--- config.mk ---
export PLATFORM = sky130hd
export DESIGN_NAME = multicycle_ctrl_flat
export DESIGN_NICKNAME = d
export VERILOG_FILES = /design/src/rtl/multicycle_ctrl_if.sv /design/src/rtl/multicycle_ctrl.sv /design/src/flat_wrapper.sv
export SDC_FILE = /design/constraint.sdc
export NUM_CORES = 1
export LEC_CHECK = 0
export CORE_UTILIZATION = 40
export CTS_CLUSTER_DIAMETER = 30
export DETAILED_ROUTE_END_ITERATION = 8
export PLACE_DENSITY_LB_ADDON = 0.3
export RECOVER_POWER = 100
export SETUP_SLACK_MARGIN = 0.5
export SYNTH_ARGS = -nofsm -noshare
export SYNTH_HDL_FRONTEND = slang
export SYNTH_SLANG_ARGS = --single-unit
export TNS_END_PERCENT = 5
--- constraint.sdc ---
create_clock -name clk -period 3.5 [get_ports clk]
set_clock_uncertainty 0.2 [all_clocks]
set_input_delay 0.7 -clock clk [delete_from_list [all_inputs] [get_ports clk]]
set_output_delay 0.7 -clock clk [all_outputs]
set_load 0.03 [all_outputs]
--- src/rtl/multicycle_ctrl_if.sv ---
// Control/datapath bundle for the multi-cycle RV32I core.
// master = controller, slave = datapath/memory side.
interface multicycle_ctrl_if;
    logic [6:0]  opcode;
    logic        br_taken;
    logic        mem_ready;
    logic        mem_req;
    logic        mem_we;
    logic        mem_is_fetch;
    logic        ir_we;
    logic        pc_we;
    logic [1:0]  pc_sel;
    logic [1:0]  alu_a_sel;
    logic        alu_b_sel;
    logic [1:0]  alu_op;
    logic        reg_we;
    logic [1:0]  wb_sel;
    logic        illegal;
    logic        timeout;
    logic [2:0]  state;
    logic [31:0] instret;

    modport master (
        input  opcode, br_taken, mem_ready,
        output mem_req, mem_we, mem_is_fetch, ir_we, pc_we, pc_sel, alu_a_sel, alu_b_sel,
               alu_op, reg_we, wb_sel, illegal, timeout, state, instret
    );
    modport slave (
        output opcode, br_taken, mem_ready,
        input  mem_req, mem_we, mem_is_fetch, ir_we, pc_we, pc_sel, alu_a_sel, alu_b_sel,
               alu_op, reg_we, wb_sel, illegal, timeout, state, instret
    );
endinterface

--- src/rtl/multicycle_ctrl.sv ---
// Multi-cycle RV32I control FSM: fetch/decode/exec/mem/wb sequencing, memory handshake,
// illegal-opcode and memory-timeout detection, retired-instruction counter.
module multicycle_ctrl #(
    parameter int unsigned TIMEOUT_MAX = 200
) (
    input  logic              clk,
    input  logic              rst_n,
    multicycle_ctrl_if.master bus
);
    typedef enum logic [2:0] {
        S_IDLE = 3'd0, S_FETCH = 3'd1, S_DECODE = 3'd2, S_EXEC = 3'd3,
        S_MEM = 3'd4, S_WB = 3'd5, S_HALT = 3'd7
    } state_e;

    localparam logic [6:0] OP_R    = 7'b0110011;
    localparam logic [6:0] OP_I    = 7'b0010011;
    localparam logic [6:0] OP_LD   = 7'b0000011;
    localparam logic [6:0] OP_ST   = 7'b0100011;
    localparam logic [6:0] OP_BR   = 7'b1100011;
    localparam logic [6:0] OP_JAL  = 7'b1101111;
    localparam logic [6:0] OP_JALR = 7'b1100111;
    localparam logic [6:0] OP_LUI  = 7'b0110111;
    localparam logic [6:0] OP_AUI  = 7'b0010111;

    state_e      state_q, state_d;
    logic        illegal_q, illegal_d;
    logic        timeout_q, timeout_d;
    logic [31:0] instret_q, instret_d;
    logic [7:0]  wcnt_q, wcnt_d;

    logic is_r, is_i, is_ld, is_st, is_br, is_jal, is_jalr, is_lui, is_aui, legal;
    logic mem_req, mem_we, mem_is_fetch, ir_we, pc_we, alu_b_sel, reg_we, wait_hit;
    logic [1:0] pc_sel, alu_a_sel, alu_op, wb_sel;

    assign is_r    = (bus.opcode == OP_R);
    assign is_i    = (bus.opcode == OP_I);
    assign is_ld   = (bus.opcode == OP_LD);
    assign is_st   = (bus.opcode == OP_ST);
    assign is_br   = (bus.opcode == OP_BR);
    assign is_jal  = (bus.opcode == OP_JAL);
    assign is_jalr = (bus.opcode == OP_JALR);
    assign is_lui  = (bus.opcode == OP_LUI);
    assign is_aui  = (bus.opcode == OP_AUI);
    assign legal   = is_r | is_i | is_ld | is_st | is_br | is_jal | is_jalr | is_lui | is_aui;

    always_comb begin
        mem_req = 1'b0; mem_we = 1'b0; mem_is_fetch = 1'b0; ir_we = 1'b0;
        pc_we = 1'b0; pc_sel = 2'd0; reg_we = 1'b0; wb_sel = 2'd0;
        alu_a_sel = 2'd0; alu_b_sel = 1'b0; alu_op = 2'd0;
        // ALU is unregistered, so its operand selects hold through MEM and WB
        if (state_q == S_EXEC || state_q == S_MEM || state_q == S_WB) begin
            if (is_r)                  alu_op = 2'd1;
            if (is_i)                  begin alu_b_sel = 1'b1; alu_op = 2'd1; end
            if (is_ld | is_st | is_jalr) alu_b_sel = 1'b1;
            if (is_lui)                begin alu_a_sel = 2'd2; alu_b_sel = 1'b1; end
            if (is_aui)                begin alu_a_sel = 2'd1; alu_b_sel = 1'b1; end
            if (is_br)                 alu_op = 2'd2;
        end
        case (state_q)
            S_FETCH: begin
                mem_req = 1'b1; mem_is_fetch = 1'b1; ir_we = bus.mem_ready;
            end
            S_EXEC: begin
                if (is_br)   begin pc_we = 1'b1; pc_sel = {1'b0, bus.br_taken}; end
                if (is_jal)  begin pc_we = 1'b1; pc_sel = 2'd1; reg_we = 1'b1; wb_sel = 2'd2; end
                if (is_jalr) begin pc_we = 1'b1; pc_sel = 2'd2; reg_we = 1'b1; wb_sel = 2'd2; end
            end
            S_MEM: begin
                mem_req = 1'b1; mem_we = is_st; pc_we = is_st & bus.mem_ready;
            end
            S_WB: begin
                reg_we = 1'b1; wb_sel = is_ld ? 2'd1 : 2'd0; pc_we = 1'b1;
            end
            default: ;
        endcase
    end

    // ready in the final allowed cycle wins over the timeout
    assign wait_hit = mem_req & ~bus.mem_ready &
                      (({1'b0, wcnt_q} + 9'd1) == 9'(TIMEOUT_MAX));

    always_comb begin
        state_d   = state_q;
        illegal_d = illegal_q;
        timeout_d = timeout_q;
        instret_d = instret_q + {31'd0, pc_we};
        case (state_q)
            S_IDLE:   state_d = S_FETCH;
            S_FETCH:  if (bus.mem_ready) state_d = S_DECODE;
            S_DECODE: begin
                if (legal) state_d = S_EXEC;
                else begin illegal_d = 1'b1; state_d = S_HALT; end
            end
            S_EXEC:   state_d = (is_br | is_jal | is_jalr) ? S_FETCH :
                                (is_ld | is_st)            ? S_MEM   : S_WB;
            S_MEM:    if (bus.mem_ready) state_d = is_ld ? S_WB : S_FETCH;
            S_WB:     state_d = S_FETCH;
            default:  state_d = S_HALT;
        endcase
        if (wait_hit) begin
            timeout_d = 1'b1;
            state_d   = S_HALT;
        end
        wcnt_d = wcnt_q;
        if ((state_d == S_FETCH || state_d == S_MEM) && state_d != state_q) wcnt_d = 8'd0;
        else if (mem_req && !bus.mem_ready)                                 wcnt_d = wcnt_q + 8'd1;
    end

    always_ff @(posedge clk or negedge rst_n) begin
        if (!rst_n) begin
            state_q   <= S_IDLE;
            illegal_q <= 1'b0;
            timeout_q <= 1'b0;
            instret_q <= 32'd0;
            wcnt_q    <= 8'd0;
        end else begin
            state_q   <= state_d;
            illegal_q <= illegal_d;
            timeout_q <= timeout_d;
            instret_q <= instret_d;
            wcnt_q    <= wcnt_d;
        end
    end

    assign bus.mem_req      = mem_req;
    assign bus.mem_we       = mem_we;
    assign bus.mem_is_fetch = mem_is_fetch;
    assign bus.ir_we        = ir_we;
    assign bus.pc_we        = pc_we;
    assign bus.pc_sel       = pc_sel;
    assign bus.alu_a_sel    = alu_a_sel;
    assign bus.alu_b_sel    = alu_b_sel;
    assign bus.alu_op       = alu_op;
    assign bus.reg_we       = reg_we;
    assign bus.wb_sel       = wb_sel;
    assign bus.illegal      = illegal_q;
    assign bus.timeout      = timeout_q;
    assign bus.state        = state_q;
    assign bus.instret      = instret_q;
endmodule

--- src/flat_wrapper.sv ---
// flat-port wrapper written by rule: the top's interface ports become plain ports
module multicycle_ctrl_flat 
#(
    parameter int unsigned TIMEOUT_MAX = 200
)
  (clk, rst_n, bus_opcode, bus_br_taken, bus_mem_ready, bus_mem_req, bus_mem_we, bus_mem_is_fetch, bus_ir_we, bus_pc_we, bus_pc_sel, bus_alu_a_sel, bus_alu_b_sel, bus_alu_op, bus_reg_we, bus_wb_sel, bus_illegal, bus_timeout, bus_state, bus_instret);
  multicycle_ctrl_if bus_i ();
  input  logic clk;
  input  logic rst_n;
  input wire logic [$bits(bus_i.opcode)-1:0] bus_opcode;
  input wire logic [$bits(bus_i.br_taken)-1:0] bus_br_taken;
  input wire logic [$bits(bus_i.mem_ready)-1:0] bus_mem_ready;
  output wire logic [$bits(bus_i.mem_req)-1:0] bus_mem_req;
  output wire logic [$bits(bus_i.mem_we)-1:0] bus_mem_we;
  output wire logic [$bits(bus_i.mem_is_fetch)-1:0] bus_mem_is_fetch;
  output wire logic [$bits(bus_i.ir_we)-1:0] bus_ir_we;
  output wire logic [$bits(bus_i.pc_we)-1:0] bus_pc_we;
  output wire logic [$bits(bus_i.pc_sel)-1:0] bus_pc_sel;
  output wire logic [$bits(bus_i.alu_a_sel)-1:0] bus_alu_a_sel;
  output wire logic [$bits(bus_i.alu_b_sel)-1:0] bus_alu_b_sel;
  output wire logic [$bits(bus_i.alu_op)-1:0] bus_alu_op;
  output wire logic [$bits(bus_i.reg_we)-1:0] bus_reg_we;
  output wire logic [$bits(bus_i.wb_sel)-1:0] bus_wb_sel;
  output wire logic [$bits(bus_i.illegal)-1:0] bus_illegal;
  output wire logic [$bits(bus_i.timeout)-1:0] bus_timeout;
  output wire logic [$bits(bus_i.state)-1:0] bus_state;
  output wire logic [$bits(bus_i.instret)-1:0] bus_instret;
  assign bus_i.opcode = bus_opcode;
  assign bus_i.br_taken = bus_br_taken;
  assign bus_i.mem_ready = bus_mem_ready;
  assign bus_mem_req = bus_i.mem_req;
  assign bus_mem_we = bus_i.mem_we;
  assign bus_mem_is_fetch = bus_i.mem_is_fetch;
  assign bus_ir_we = bus_i.ir_we;
  assign bus_pc_we = bus_i.pc_we;
  assign bus_pc_sel = bus_i.pc_sel;
  assign bus_alu_a_sel = bus_i.alu_a_sel;
  assign bus_alu_b_sel = bus_i.alu_b_sel;
  assign bus_alu_op = bus_i.alu_op;
  assign bus_reg_we = bus_i.reg_we;
  assign bus_wb_sel = bus_i.wb_sel;
  assign bus_illegal = bus_i.illegal;
  assign bus_timeout = bus_i.timeout;
  assign bus_state = bus_i.state;
  assign bus_instret = bus_i.instret;
  multicycle_ctrl #(.TIMEOUT_MAX(TIMEOUT_MAX)) u_core (.clk(clk), .rst_n(rst_n), .bus(bus_i));
endmodule
==> impl_metrics.tcl <==
set metrics [dict create \
    grt_max_degree 46 \
    drive_gt1_share_pct 12.6 \
    r2r_slack_ns 0.90 \
    wl_met3_microns 254 \
    worstReg2RegEnd "u_core.bus.instret[21]" \
    ant_nets 0 \
    final_nets 331 \
    switchingPower_mw 0.718 \
    grt_pass1_vias 1872 \
    yosysTopAreaCellShare_pct 46.4 \
    drv_slew 46 \
    rsz0062_at_grt "yes" \
    vdd_drop_max_uv 392 \
    diodes 0 \
    crit_required_ns 2.60 \
    max_freq_ghz 0.312 \
    wire_per_inst_microns 14.3 \
    holdPathStages 1 \
    fp-row-count 28 \
    crit_type "input port to output pin" \
    vias 2069 \
    power_frac_comb_pct 39.4 \
    drcViolationCount 1 \
    p_int_mw 1.07 \
    clk_pin_slew_ns 0.09 \
    synth_flop_cell "dfrtp_1" \
    finalSetupViolCount 0 \
    io_buffers 62 \
    ys_async_sr_fraction_pct 100 \
    drt_iter0_drc 88 \
    cp-end-kind "output pin" \
    place_ws_ns -0.0191 \
    die_w_microns 79.9 \
    cp.arrival_ns 2.31 \
    tns_ns 0 \
    worstMarginPinSlew_ns 2.41 \
    numCtsBuffers 5 \
    reg2reg_from "u_core.bus.state[2]" \
    hold_start "u_core.bus.timeout" \
    crit_fanout 4 \
    ios 63 \
    max-cap-violations 1 \
    root_buffer "clkbuf_8" \
    tritoncts "yes" \
    syn_nets 255 \
    hold_class "register to register" \
    swShare_pct 40.2 \
    synth_top_area_cell "dfrtp_1" \
    cts_hold_buf 0 \
    start_util_pct 41.2 \
    syn_area_sq_um 2430 \
    ys_seq_elements 45 \
    max-slew-margin-rel_pct -60.8 \
    synth-warning-count 0 \
    dieArea_sq_um 6380 \
    synth-edff-count 0 \
    drt-total-wl_microns 5600 \
    worst_slack_ns 0.295 \
    seq_power_share_pct 38.2 \
    power_density_nw_per_um2 530 \
    p_leak_nw 1.57 \
    clk_latency_ns 0.30 \
    reg2reg_depth 10 \
    htreeDepth 2 \
    fin_crit_sh_pct 91.6 \
    cts_sinks 45 \
    hold_end "u_core.bus.timeout" \
    dr_wl_met2_microns 2610 \
    period_minus_slack_ns 3.21 \
    syn_inst 240 \
    ys_top_cells_by_count "dfrtp_1 (45), xnor2_1 (29), nand2_1 (20), nand3_1 (17), nor3_1 (14)" \
    fillers 527 \
    gr-usage-all-layers_pct 18.0 \
    avgViaCountPerCell 5.28 \
    die_h_microns 79.9 \
    core-area_sq_um 5890 \
    cp-start-kind "input port" \
    synth.most_common_cell "dfrtp_1" \
    dp_hpwl_microns 4090 \
    gr-total-overflow 0 \
    antenna_found_initial 0 \
    ys_types 41 \
    dr.max_layer_used "met4" \
    place.gp.congestion 0.767 \
    synth_area_leaders "dfrtp_1 (46%), xnor2_1 (10%), xor2_1 (3.6%)" \
    ys_seq_area_share_pct 46.4 \
    met1_length_microns 2670 \
    avgSynthCellArea_sq_um 10.1 \
    drt_pass1_iterations 6 \
    hold_viol 0 \
    status "finished with violations" \
    clkPwrFrac_pct 22.3 \
    syn_to_final_growth_pct 38.9 \
    grt_pass1_wl_microns 8960 \
    cts_buffer_depth 2 \
    violations "DRC, capacitance limit, slew limit" \
]
worst max-delay path, stage by stage:
cell,delay (ns)
dlygate4sd3_1,0.58
or3_1,0.44
nor4_4,0.26
clkbuf_4,0.18
buf_4,0.15
area by class of cell:
| class | instances | area, sq um | share of cell area (%) |
|---|---|---|---|
| clock buffers | 5 | 68.8 | 2.04 |
| clock inverters | 3 | 43.8 | 1.30 |
| inverters | 5 | 18.8 | 0.557 |
| multi-input cells | 183 | 1340 | 39.6 |
| flip-flops and latches | 45 | 1130 | 33.4 |
| well taps | 75 | 93.8 | 2.78 |
| repair buffers | 76 | 684 | 20.3 |
registers in the layout, summed over array words and instances, names as in the netlist:
signal and cells:
u_core.bus.illegal 1, u_core.bus.instret 32, u_core.bus.state 3, u_core.bus.timeout 1
u_core.wcnt_q 8
power by group through the flow:
| stage | registers [mW] | clock network [mW] | logic (mW) |
|---|---|---|---|
| 4_1_cts | 0.685 | 0.408 | 0.762 |
| 6_report | 0.683 | 0.399 | 0.705 |
| 5_1_grt | 0.698 | 0.428 | 0.760 |
| 3_3_place_gp | 0.691 | 0 | 0.743 |
| 3_5_place_dp | 0.694 | 0 | 0.753 |
| 2_1_floorplan | 0.762 | 0 | 0.388 |
what timing repair did:
action	in CTS	in global routing
setup endpoints to repair	34	38
buffers inserted	2	1
hold endpoints to repair	0	0
resized for setup	13	15
pin swaps	2	7
gates cloned	0	0
how the worst max path moves through the flow:
stage	start	to	slack [ns]	depth (start not counted)
3_3_place_gp	bus_opcode[1]	bus_alu_a_sel[0]	0.02	5
5_1_grt	bus_opcode[2]	u_core.bus.instret[21]	0.18	11
3_5_place_dp	bus_opcode[6]	u_core.bus.instret[28]	-0.02	11
4_1_cts	bus_opcode[1]	bus_alu_a_sel[0]	0.31	5
2_1_floorplan	bus_opcode[6]	u_core.bus.instret[21]	0.14	10
6_report	bus_opcode[2]	bus_mem_we	0.29	5
stage by stage:
step / total power, mW / hold WS [ns] / area (sq um) / util, % / std cells
6_report: 1.79 / 0.264 / 3370 / 57.3 / 392
5_1_grt: 1.89 / 0.293 / 3370 / 57.3 / 392
4_1_cts: 1.86 / 0.276 / 3390 / 57.7 / 391
3_5_place_dp: 1.45 / 0.255 / 3270 / 55.5 / 381
3_3_place_gp: 1.43 / 0.256 / 3270 / 55.5 / 381
2_1_floorplan: 1.15 / 0.204 / 2520 / - / 240
routing by layer:
layer	vias to the layer above	GRT usage, %
met5	-	0
met4	0	5.18
met3	8	4.23
met2	52	27.4
met1	996	25.3
li1	1013	-
cell families (layout without fill, tap and decap cells):
group                      count (synthesis)  count (layout)  synth area share (%)
AOI/OAI and AO/OA                         24              24                  7.63
xor gates and xnor gates                  39              39                  14.1
DFF                                       45              45                  46.4
buffers and inverters                     12              89                  2.01
adders and majority gates                  4               4                  2.06
and+or+nand+nor                          114             114                  27.0
muxes                                      2               2                 0.825
cells in the final DEF, fill, tap and decap left out, types with 4 or more instances in the layout:
master / instances
clkbuf_1: 8
nand3_1: 16
clkbuf_8: 5
dfrtp_1: 45
dlygate4sd2_1: 4
and4_1: 6
buf_4: 12
and2_1: 5
and3_1: 6
nand3b_1: 5
nor2_1: 10
a21oi_1: 6
nor3_1: 12
xor2_1: 10
dlygate4sd3_1: 41
o21ai_0: 5
nand4_1: 9
nand2_1: 19
dlymetal6s2s_1: 5
xnor2_1: 29
inv_1: 5
nand2b_1: 7
(Power assumes the default switching activity.)
